File: src/rtl/dlf_seq_pkg.sv
// dlf_seq_pkg: shared types, widths and saturating shift for the DPLL loop sequencer
package dlf_seq_pkg;
    localparam int COEF_W = 16;
    localparam int ERR_W  = 15;
    typedef enum logic [1:0] {IDLE = 2'd0, WARM = 2'd1, ACQ = 2'd2, TRACK = 2'd3} state_t;
    function automatic logic [COEF_W-1:0] sat_shl(input logic [COEF_W-1:0] v, input int sh);
        logic signed [2*COEF_W-1:0] w;
        w = $signed({{COEF_W{v[COEF_W-1]}}, v}) <<< sh;
        return (w > 32'sd32767) ? 16'h7fff : (w < -32'sd32768) ? 16'h8000 : w[COEF_W-1:0];
    endfunction
endpackage

File: src/rtl/dlf_lock_det.sv
// dlf_lock_det: phase-error window compare with consecutive in/out-of-window counters
module dlf_lock_det import dlf_seq_pkg::*; #(
    parameter int               LOCK_CNT   = 64,
    parameter int               UNLOCK_CNT = 4,
    parameter logic [ERR_W-1:0] LOCK_THR   = 15'd64
) (
    input  logic             clk,
    input  logic             rstn,
    input  logic             sample_stb,
    input  logic             acq,
    input  logic             trk,
    input  logic             clr,
    input  logic [ERR_W-1:0] err_in,
    output logic             lock_hit,
    output logic             unlock_hit
);
    localparam int IW = $clog2(LOCK_CNT + 1);
    localparam int OW = $clog2(UNLOCK_CNT + 1);
    logic [IW-1:0]    in_cnt;
    logic [OW-1:0]    out_cnt;
    logic [ERR_W-1:0] mag;
    logic             in_win;
    // magnitude (most negative code saturates) and the hit strobes that complete a run
    always_comb begin
        mag        = !err_in[ERR_W-1] ? err_in :
                     (err_in == {1'b1, {(ERR_W-1){1'b0}}}) ? {1'b0, {(ERR_W-1){1'b1}}} : -err_in;
        in_win     = mag < LOCK_THR;
        lock_hit   = acq && sample_stb && in_win && in_cnt == IW'(LOCK_CNT - 1);
        unlock_hit = trk && sample_stb && !in_win && out_cnt == OW'(UNLOCK_CNT - 1);
    end
    // consecutive-sample counters, cleared whenever the sequencer changes state
    always_ff @(posedge clk or negedge rstn) begin
        if (!rstn) begin
            in_cnt  <= '0;
            out_cnt <= '0;
        end else if (clr) begin
            in_cnt  <= '0;
            out_cnt <= '0;
        end else begin
            if (acq && sample_stb) in_cnt <= in_win ? in_cnt + 1'b1 : '0;
            if (trk && sample_stb) out_cnt <= in_win ? '0 : out_cnt + 1'b1;
        end
    end
endmodule

File: src/rtl/dlf_seq_ctrl.sv
// dlf_seq_ctrl: DPLL loop bring-up FSM and DLF coefficient double buffer (option: DLF_GEARSHIFT_EN)
module dlf_seq_ctrl import dlf_seq_pkg::*; #(
    parameter int               WARM_CNT   = 16,
    parameter int               LOCK_CNT   = 64,
    parameter int               UNLOCK_CNT = 4,
    parameter logic [ERR_W-1:0] LOCK_THR   = 15'd64,
    parameter int               GEAR_SHIFT = 2
) (
    input  logic              clk,
    input  logic              rstn,
    input  logic              start,
    input  logic              sample_stb,
    input  logic [ERR_W-1:0]  err_in,
    input  logic [COEF_W-1:0] a2_sh,
    input  logic [COEF_W-1:0] a3_sh,
    input  logic [COEF_W-1:0] b1_sh,
    input  logic [COEF_W-1:0] b2_sh,
    input  logic              coef_upd_req,
    output logic              dec_en,
    output logic              dlf_en,
    output logic [COEF_W-1:0] a2,
    output logic [COEF_W-1:0] a3,
    output logic [COEF_W-1:0] b1,
    output logic [COEF_W-1:0] b2,
    output logic              coef_upd_done,
    output logic              locked,
    output logic [1:0]        state
);
    localparam int WW = $clog2(WARM_CNT + 1);
    state_t            st, st_nx;
    logic [WW-1:0]     warm_cnt;
    logic              lock_hit, unlock_hit, chg, apply, applied, pend;
    logic [COEF_W-1:0] pa2, pa3, pb1, pb2, ca2, ca3, cb1, cb2;
    assign state = st;
    dlf_lock_det #(.LOCK_CNT(LOCK_CNT), .UNLOCK_CNT(UNLOCK_CNT), .LOCK_THR(LOCK_THR)) u_lock (
        .clk        (clk),
        .rstn       (rstn),
        .sample_stb (sample_stb),
        .acq        (st == ACQ),
        .trk        (st == TRACK),
        .clr        (chg),
        .err_in     (err_in),
        .lock_hit   (lock_hit),
        .unlock_hit (unlock_hit)
    );
    // next state (start low wins) and the sample-boundary coefficient apply strobe
    always_comb begin
        st_nx = st;
        st_nx = !start ? IDLE :
                (st == IDLE) ? WARM :
                (st == WARM && sample_stb && warm_cnt == WW'(WARM_CNT - 1)) ? ACQ :
                (st == ACQ && lock_hit) ? TRACK :
                (st == TRACK && unlock_hit) ? ACQ : st;
        chg   = st_nx != st;
        apply = pend && !coef_upd_req && (st == IDLE || sample_stb);
    end
    // state register
    always_ff @(posedge clk or negedge rstn) begin
        if (!rstn) st <= IDLE;
        else       st <= st_nx;
    end
    // registered enables and warm-up sample counter; a strobe on the IDLE->WARM edge counts toward warm-up
    always_ff @(posedge clk or negedge rstn) begin
        if (!rstn) begin
            dec_en   <= 1'b0;
            dlf_en   <= 1'b0;
            locked   <= 1'b0;
            warm_cnt <= '0;
        end else begin
            dec_en   <= st_nx != IDLE;
            dlf_en   <= st_nx == ACQ || st_nx == TRACK;
            locked   <= st_nx == TRACK;
            warm_cnt <= chg ? WW'(st == IDLE && sample_stb) :
                        (st == WARM && sample_stb) ? warm_cnt + 1'b1 : warm_cnt;
        end
    end
    // coefficient double buffer: capture into pending, move to active on a sample boundary or in IDLE
    always_ff @(posedge clk or negedge rstn) begin
        if (!rstn) begin
            {pa2, pa3, pb1, pb2} <= '0;
            {ca2, ca3, cb1, cb2} <= '0;
            pend                 <= 1'b0;
            applied              <= 1'b0;
            coef_upd_done        <= 1'b0;
        end else begin
            if (coef_upd_req) {pa2, pa3, pb1, pb2} <= {a2_sh, a3_sh, b1_sh, b2_sh};
            if (apply) {ca2, ca3, cb1, cb2} <= {pa2, pa3, pb1, pb2};
            pend          <= coef_upd_req | (pend & ~apply);
            applied       <= apply;
            coef_upd_done <= applied;
        end
    end
    // active coefficients to the DLF, optionally boosted feedback gain during acquisition
    always_comb begin
        a2 = ca2;
        a3 = ca3;
`ifdef DLF_GEARSHIFT_EN
        b1 = (st == ACQ) ? sat_shl(cb1, GEAR_SHIFT) : cb1;
        b2 = (st == ACQ) ? sat_shl(cb2, GEAR_SHIFT) : cb2;
`else
        b1 = cb1;
        b2 = cb2;
`endif
    end
endmodule
File: config.mk
export PLATFORM = sky130hd
export DESIGN_NAME = dlf_seq_ctrl
export DESIGN_NICKNAME = d
export VERILOG_FILES = /design/src/rtl/dlf_seq_pkg.sv /design/src/rtl/dlf_lock_det.sv /design/src/rtl/dlf_seq_ctrl.sv
export SDC_FILE = /design/constraint.sdc
export NUM_CORES = 1
export LEC_CHECK = 0
export ABC_AREA = 1
export CAP_MARGIN = 25
export CORE_MARGIN = 4
export CORE_UTILIZATION = 30
export CTS_BUF_LIST = sky130_fd_sc_hd__clkbuf_16
export DETAILED_ROUTE_END_ITERATION = 10
export GPL_TIMING_DRIVEN = 0
export MAX_ROUTING_LAYER = met4
export PLACE_DENSITY_LB_ADDON = 0.15
export RECOVER_POWER = 50
export SYNTH_ARGS = -nofsm -noshare
export SYNTH_HDL_FRONTEND = slang
export SYNTH_HIERARCHICAL = 1
export SYNTH_SLANG_ARGS = --single-unit
File: constraint.sdc
create_clock -name clk -period 3.14 [get_ports clk]
set_input_delay 0.471 -clock clk [delete_from_list [all_inputs] [get_ports clk]]
set_output_delay 0.471 -clock clk [all_outputs]
set_load 0.01 [all_outputs]
Word-level counts from Yosys, hierarchy flattened
Cells that the tools add are included.

Bits in registers: 151. Logic and storage cells: 73. Output and inout bits: 70. Input bits: 84.

Multiplexer cells: 15. Reductions and logical operators: 22. Add/subtract/negate cells: 4. Bitwise logic cells: 3. Equal/unequal tests: 10. $lt $le $gt $ge: 1.

Operators by type and width (number): $mux 15 (2); $mux 7 (3); $eq 15x15->1 const B (1); $lt 15x7->1 const B (1); $neg 15->15 (1); $logic_and 1x1->1 (13); $mux 2 (5); $mux 5 (2); $mux 3 (3); $eq 2x2->1 const B (4); $reduce_bool 2->1 (4); $add 7x1->7 const B (1); $eq 7x6->1 const B (1); $add 5x1->5 const B (1); $eq 5x4->1 const B (1); $add 3x1->3 const B (1); $eq 3x2->1 const B (1); $eq 2x1->1 const B (1); $logic_not 1->1 (2); $logic_not 2->1 (1); $logic_or 1x1->1 (2); $ne 2x2->1 (1); $and 1x1->1 (1); $not 1->1 (1); $or 1x1->1 (1).

Logic depth before layout (Yosys ltp)
Gate-level depths: netlist of the first run.

Depth after elaboration: 15. Gate-level depth with buffers: 19. Depth with buffers taken out: 19.

By module
The synthesis of the first run kept the hierarchy.

By module, submodules not included: dlf_seq_ctrl (instances 1, cells each 553, area an instance 5665.4 sq um, seq. area each 3528.4 sq um); dlf_lock_det (instances 1, cells each 99, area an instance 709.4 sq um, seq. area each 250.2 sq um).

Least setup slack after synthesis of the first run
No wires, ideal clock.

Path type: input-to-reg. Start point: input err_in[14]. End point: register u_lock.out_cnt[2]. Path buffers: 0. Setup time: 0.083 ns. Cell stages on the path: 17. Required time: 3.057 ns. Path slack: 0.911 ns. Data arrival time: 2.146 ns. Cells stage by stage: or2_1 -> nor2_1 -> nand2_1 -> o21ai_2 -> nand2_4 -> nor2_1 -> nand2_1 -> nand2_1 -> nand2_1 -> inv_1 -> nand2_1 -> nand2_1 -> nand2_1 -> nand2_1 -> nand3_2 -> or2_2 -> o21ai_0.

Elaborated cells on any way between the ends: 22. Those cells by class: 1 x add/sub; 1 x order compare; 2 x eq/ne; 10 x mux; 8 x reduce/logical.

RTL lines: start: declaration (RTL line dlf_seq_ctrl.sv:13) `input logic [ERR_W-1:0] err_in,`; $neg 15->15 or $eq 15x15->1 (tied branches) (RTL line dlf_lock_det.sv:26) `(err_in == {1'b1, {(ERR_W-1){1'b0}}}) ? {1'b0, {(ERR_W-1){1'b1}}} : -err_in;`; $mux 15 (RTL line dlf_lock_det.sv:26); $mux 15 * (RTL line dlf_lock_det.sv:25) `mag = !err_in[ERR_W-1] ? err_in :`; $lt 15x7->1 * (RTL line dlf_lock_det.sv:27) `in_win = mag < LOCK_THR;`; $logic_and 1x1->1 * (2 in a row) (RTL line dlf_lock_det.sv:28) `lock_hit = acq && sample_stb && in_win && in_cnt == IW'(LOCK_CNT - 1);`; net lock_hit (RTL line dlf_seq_ctrl.sv:32) `logic lock_hit, unlock_hit, chg, apply, applied, pend;`; $logic_and 1x1->1 * (RTL line dlf_seq_ctrl.sv:52) `(st == ACQ && lock_hit) ? TRACK :`; $mux 2 * (RTL line dlf_seq_ctrl.sv:52); $mux 2 * (RTL line dlf_seq_ctrl.sv:51) `(st == WARM && sample_stb && warm_cnt == WW'(WARM_CNT - 1)) ? ACQ :`; $mux 2 * (RTL line dlf_seq_ctrl.sv:50) `(st == IDLE) ? WARM :`; $mux 2 * (RTL line dlf_seq_ctrl.sv:49) `st_nx = !start ? IDLE :`; $ne 2x2->1 * (RTL line dlf_seq_ctrl.sv:54) `chg = st_nx != st;`; net chg (RTL line dlf_seq_ctrl.sv:32); $mux 3 or $reduce_bool 2->1 (tied branches); end signal: assignment (RTL line dlf_lock_det.sv:41) `if (trk && sample_stb) out_cnt <= in_win ? '0 : out_cnt + 1'b1;`; end: declaration (RTL line dlf_lock_det.sv:20) `logic [OW-1:0] out_cnt;`.

Mark *: on every way through the listed nets, which the timed path passes. The rest lies on a longest branch. The select of a mux whose other input is x is not followed. A chain may end at the register's enable or synchronous reset.

Worst setup path after layout of the first run
Start point: input err_in[9]. End point: register u_lock.in_cnt[6].

Elaborated cells on any way between the ends: 22. Those cells by class: 1 x add/sub; 1 x order compare; 2 x eq/ne; 10 x mux; 8 x reduce/logical.

RTL lines: $neg 15->15 or $eq 15x15->1 (tied branches) (RTL line dlf_lock_det.sv:26); $mux 15 (RTL line dlf_lock_det.sv:26); $mux 15 * (RTL line dlf_lock_det.sv:25); $lt 15x7->1 * (RTL line dlf_lock_det.sv:27); $logic_and 1x1->1 * (2 in a row) (RTL line dlf_lock_det.sv:28); net lock_hit (RTL line dlf_seq_ctrl.sv:32); $logic_and 1x1->1 * (RTL line dlf_seq_ctrl.sv:52); $mux 2 * (RTL line dlf_seq_ctrl.sv:52); $mux 2 * (RTL line dlf_seq_ctrl.sv:51); $mux 2 * (RTL line dlf_seq_ctrl.sv:50); $mux 2 * (RTL line dlf_seq_ctrl.sv:49); $ne 2x2->1 * (RTL line dlf_seq_ctrl.sv:54); net chg (RTL line dlf_seq_ctrl.sv:32); $mux 7 or $reduce_bool 2->1 (tied branches); end signal: assignment (RTL line dlf_lock_det.sv:40) `if (acq && sample_stb) in_cnt <= in_win ? in_cnt + 1'b1 : '0;`; end: declaration (RTL line dlf_lock_det.sv:19) `logic [IW-1:0] in_cnt;`.

Marks and branches as above.

==> impl_metrics.json, run 1 <==
{
  "relSlewSlack_pct": -19.0,
  "min_period_ns": 2.75,
  "leakage_nw": 4.01,
  "dieArea_sq_um": 23600,
  "worst_pin_slew_ns": 1.78,
  "drtIter0Drc": 171,
  "cts-buffers-inserted": 17,
  "cts_sinks": 151,
  "cts_htree_levels": 4,
  "cts_tree": "built",
  "status": "finished, violations left",
  "drc": 0,
  "syn_inst": 652,
  "drt_wl_total_mm": 15.8,
  "finalPower_mw": 5.13,
  "start_kind": "input port",
  "vdd_drop_max_mv": 0.351,
  "wire_per_inst_microns": 14.2,
  "coreArea_sq_um": 21000,
  "slowest_stage": "clkdlybuf4s50_1",
  "min-delay-start": "applied",
  "slew_viol_final": 68,
  "grt_overflow": 0,
  "setup_viol_count_final": 0,
  "drive_gt1_share_pct": 12.1,
  "synth_edf_count": 0,
  "fmax_mhz": 364,
  "antenna_found_initial": 1,
  "synthMuxAreaShare_pct": 0,
  "portBuffers": 153,
  "synth_fp_nets": 741,
  "clk_latency_ns": 0.41,
  "gp_congestion": 0.762,
  "drtAntennaViolNets": 0,
  "path_clk_slew_ns": 0.06,
  "io_pins": 154,
  "maxCapViolCount": 1,
  "cp.required_ns": 3.47,
  "start_util_pct": 30.4,
  "die_h_microns": 154,
  "synth_simple_gate_area_share_pct": 14.3,
  "slowest_delay_ns": 0.49,
  "worstReg2RegStart": "state[1]",
  "post_cts_resized": 0,
  "dp_hpwl_mm": 11.1,
  "synth_top_family_by_area": "compound AO/OA/AOI/OAI gates",
  "crit_chain": "clkdlybuf4s50_1, nand2_1, nor2_1, nand3_1, o21ai_2, nand2_4, nor2_1, nand2_1, nand2_1, nand2_1, inv_1, nand2_1, nand2_1, nand2_1, nand2_1, nand3_2, nor2_1, nand2_1, o21ai_2",
  "std_cell_rows": 53,
  "synth-seq-area-share_pct": 59.3,
  "syn_area_sq_um": 6370,
  "holdPathStages": 0,
  "finalCritPeriodShare_pct": 87.5,
  "violations": "capacitance limit, slew limit",
  "async_flop_share_pct": 100,
  "critPathMaxFanout": 9,
  "arrival_ns": 3.08,
  "grt_pass1_wl_mm": 25.5,
  "viasPerCell": 4.20,
  "hold_end": "coef_upd_done",
  "synth-seq-cells": 151,
  "synth_compound_area_share_pct": 15.9,
  "synth-xor-area-share_pct": 0.412,
  "dr.pass1.iters": 4,
  "rsz0062_at_grt": "no",
  "finClkSkew_ns": 0.00861,
  "root_buffer": "clkbuf_16",
  "cpMostUsedCell": "nand2_1",
  "critPathKind": "input port to flip-flop",
  "final-hold-violation-count": 0,
  "hp-class": "flip-flop to flip-flop",
  "worst_setup_path_end_kind": "flip-flop",
  "cts_setup_buffers": 0,
  "reg2reg_depth": 18,
  "yosys_warnings": 6,
  "regToRegSetupSlack_ns": 0.56,
  "clockBufferDepth": 2,
  "grt_pass1_vias": 4717,
  "pwr_density_cell_nw_per_um2": 593,
  "setup_tns_ns": 0,
  "syn2layout_area_growth_pct": 35.8,
  "dr_total_vias": 4680,
  "postSynth.topFlopCell": "dfrtp_1",
  "synth_fa_ha_area_share_pct": 0.981,
  "hold_buffers": 0,
  "grt_usage_pct": 14.1,
  "r2r_end": "u_lock/in_cnt[6]",
  "die_w_microns": 154,
  "grt_max_degree": 85,
  "synth_cell_type_count": 28,
  "synth.avg_cell_area_sq_um": 9.78,
  "nets": 914
}
-- final cells by class --
cell class | count | area [sq um]
fillers | 2153 | 12300
flip-flops and latches | 151 | 3780
multi-input cells | 377 | 1930
repair buffers | 154 | 1550
clock buffers | 17 | 425
inverters | 94 | 353
well taps | 275 | 344
plain buffers | 30 | 169
clock inverters | 15 | 103
diodes | 1 | 2.50
-- placed cells by master (no fill, tap or decap), types with 3 or more instances in the layout --
cell and count:
nand2_1 169, dfrtp_1 151, clkdlybuf4s50_1 150, inv_1 94, o21ai_0 91, o21ai_2 51
nor2_1 25, clkbuf_1 19, clkbuf_16 17, nand3_1 13, buf_6 7, nand4_1 5
ha_1 5, clkinv_2 5, clkinvlp_4 4, inv_6 4, buf_2 3, xor2_1 3
-- where the power goes --
group / switching (mW) / total (mW) / internal (mW)
registers: 0.112 / 2.29 / 2.18
logic: 0.485 / 0.993 / 0.508
clock network: 0.834 / 1.84 / 1.01
-- through the flow --
step                utilization, %  instance area (sq um)  cells  hold WS (ns)  setup WS [ns]
floorplan                        -                   6370    652         0.175          0.911
global placement              39.4                   8250   1080         0.332          -5.03
detailed placement            39.5                   8280   1081         0.339        -0.0777
CTS                           42.0                   8810   1113        0.0171          0.353
global route                  41.3                   8660   1114         0.357         0.0294
finish                        41.3                   8660   1114         0.351          0.392
-- flip-flops by register name (all words and copies together) (netlist names) --
| register | flops |
|---|---|
| a2 | 16 |
| a3 | 16 |
| applied | 1 |
| b1 | 16 |
| b2 | 16 |
| coef_upd_done | 1 |
| dec_en | 1 |
| dlf_en | 1 |
| locked | 1 |
| pa2 | 16 |
| pa3 | 16 |
| pb1 | 16 |
| pb2 | 16 |
| pend | 1 |
| state | 2 |
| u_lock/in_cnt | 7 |
| u_lock/out_cnt | 3 |
| warm_cnt | 5 |
-- layer usage --
metal	wire length (microns)	vias up	part of all wire [%]	GRT usage, %
met5	0	-	0	-
met4	114	0	0.72	3.41
met3	704	7	4.5	4.22
met2	7090	106	45	20.4
met1	7870	2176	50	19.5
li1	-	2391	-	-
-- cell usage after synthesis (all sizes together), types with 3 or more instances --
cell type,count,area share (%)
nor2,27,1.7
xor2,3,0.41
clkbuf,11,0.65
o21ai,142,15
ha,5,0.98
nand3,14,1.2
nand4,5,0.49
dfrtp,151,59
or2,3,0.29
inv,93,5.5
buf,19,2.9
nand2,170,10
-- worst max-delay path by stage --
stage,start,to,slack (ns),depth (start not counted)
after global placement,rstn,pa3[12],-5.03,1
after floorplan,err_in[14],u_lock/out_cnt[2],0.91,17
final,err_in[9],u_lock/in_cnt[6],0.39,19
after global routing,err_in[9],u_lock/in_cnt[2],0.03,19
after CTS,err_in[9],u_lock/in_cnt[6],0.35,19
after detailed placement,err_in[11],u_lock/in_cnt[6],-0.08,19
-- critical path: cells and delay by family --
family	cells	cell delay [ns]
AOI/OAI and AO/OA	2	0.28
buffers and inverters	2	0.53
and+or+nand+nor	15	1.79
-- cells by family (layout without fill, tap and decap cells) --
kind of cell    Yosys count  in the layout
other cells               0              1
fa+ha+maj                 5              5
simple gates            223            223
flops                   151            151
xor+xnor                  3              3
compound gates          146            146
buf+inv                 124            310
Power figures use the tool's default switching activity.
==> run 2, diff against run 1 <==
CORE_MARGIN = 2   (was 4)
==> run 2 against run 1 <==
The run still ends with capacitance limit, slew limit left. Flip-flop and latch count unchanged. Cell area up 0.65%. Worst hold slack worse by 0.0019 ns. Critical endpoint unchanged. Largest cell class unchanged. Highest routed layer unchanged.
==> impl_metrics.json, run 2 (synthesis gave the netlist of run 1 again) <==
{
  "std_cell_rows": 53,
  "finalCritPeriodShare_pct": 86.2,
  "multiInputGateArea_sq_um": 1920,
  "wire_per_inst_microns": 14.1,
  "grt_overflow": 0,
  "viasPerCell": 4.23,
  "dr.pass1.iters": 4,
  "pwr_density_cell_nw_per_um2": 611,
  "status": "finished, violations left",
  "root_buffer": "clkbuf_16",
  "seqCellArea_sq_um": 3780,
  "final-hold-violation-count": 0,
  "portBuffers": 153,
  "start_kind": "input port",
  "finalPower_mw": 5.32,
  "rsz0062_at_grt": "no",
  "grt_pass1_vias": 4693,
  "drtIter0Drc": 189,
  "coreArea_sq_um": 21000,
  "critPathMaxFanout": 9,
  "cts_sinks": 151,
  "dp_hpwl_mm": 10.9,
  "crit_chain": "clkdlybuf4s50_1, nand2_1, nor2_1, nand3_1, o21ai_2, nand2_4, nor2_1, nand2_1, nand2_1, nand2_1, inv_1, nand2_1, nand2_1, nand2_1, nand2_1, nand3_2, nor2_1, nand2_1, o21ai_2",
  "syn2layout_area_growth_pct": 36.7,
  "critPathKind": "input port to flip-flop",
  "cts-buffers-inserted": 17,
  "finClkSkew_ns": 0.00701,
  "clk_latency_ns": 0.41,
  "leakage_nw": 4.03,
  "worst_pin_slew_ns": 1.78,
  "dr_total_vias": 4713,
  "vdd_drop_max_mv": 0.331,
  "slew_viol_final": 68,
  "drtAntennaViolNets": 0,
  "hold_buffers": 0,
  "hp-class": "flip-flop to flip-flop",
  "antenna_found_initial": 1,
  "layout_commonest_cell": "nand2_1",
  "relSlewSlack_pct": -18.7,
  "dpl-instance-area_sq_um": 8280,
  "path_clk_slew_ns": 0.07,
  "cts_tree": "built",
  "maxCapViolCount": 1,
  "post_cts_resized": 0,
  "nets": 914,
  "grt_pass1_wl_mm": 24.6,
  "drt_wl_total_mm": 15.7,
  "drc": 0,
  "cp.required_ns": 3.48,
  "slowest_stage": "clkdlybuf4s50_1",
  "drive_gt1_share_pct": 11.8,
  "cts_setup_buffers": 0,
  "grt_max_degree": 85,
  "cts_htree_levels": 4,
  "die_w_microns": 150,
  "fin_util_pct": 41.6,
  "grt_usage_pct": 14.7,
  "setup_viol_count_final": 0,
  "clockBufferDepth": 2,
  "io_pins": 154,
  "design_area_sq_um": 8710,
  "fmax_mhz": 369,
  "cpMostUsedCell": "nand2_1",
  "die_h_microns": 150,
  "crit_family": "simple AND/OR/NAND/NOR gates",
  "cp_num_buf_inv": 2,
  "start_util_pct": 30.4,
  "violations": "capacitance limit, slew limit",
  "min_period_ns": 2.71,
  "dieArea_sq_um": 22400,
  "final_cell_mix": "169 x nand2_1, 151 x dfrtp_1, 150 x clkdlybuf4s50_1",
  "nFillCells": 2178,
  "slowest_delay_ns": 0.48,
  "arrival_ns": 3.05,
  "worst_setup_path_end_kind": "flip-flop",
  "gp_congestion": 0.743
}
-- run 2: cell count changes in the layout (fill, tap and decap cells not counted), moves of 2 or more --
cell	before	now
o21ai_0	91	94
clkinv_2	5	0
inv_8	0	4
clkinvlp_4	4	2
o21ai_2	51	48
-- run 2: per-layer routing --
layer	share of wire (%)	track usage (%)	up-vias
li1	-	-	2393
met1	49	19.8	2212
met2	45	22.2	98
met3	4.8	3.90	10
met4	0.91	3.96	0
met5	0	-	-
-- run 2: area by class of cell --
cell class	count	area share [%]
Multi-Input combinational cell	377	22.0
Sequential cell	151	43.4
Tap cell	275	3.95
Timing Repair Buffer	154	17.8
Inverter	94	4.05
Clock buffer	17	4.88
Antenna cell	1	0.0287
Clock inverter	15	1.87
Buffer	30	2.02
-- run 2: path summary, 6_finish.rpt --
path	slack, ns	end	cells after the start	start
worst max-delay path	0.43	u_lock/in_cnt[6]	19	err_in[11]
worst min-delay path	0.35	coef_upd_done	0	applied
worst max register to register	0.61	u_lock/in_cnt[6]	18	state[1]
worst min register to register	0.35	coef_upd_done	0	applied
max in group asynchronous	1.48	pa3[7]	2	rstn
min in group asynchronous	0.51	warm_cnt[2]	1	rstn
-- run 2: through the flow --
stage | hold slack (ns) | setup WS [ns] | TNS [ns] | cells
after detailed placement | 0.335 | -0.0727 | -0.392 | 1081
after floorplan | 0.175 | 0.911 | 0 | 652
after global routing | 0.353 | 0.0789 | 0 | 1114
after global placement | 0.335 | -5.08 | -765.43 | 1080
final | 0.349 | 0.432 | 0 | 1114
after CTS | 0.0175 | 0.354 | 0 | 1113
-- run 2: power breakdown --
group          internal, mW  leakage [nW]  switching [mW]
Combinational         0.508          1.86           0.476
Clock                  1.13         0.283           0.910
Sequential             2.18          1.89           0.116
Total                  3.82          4.03            1.50
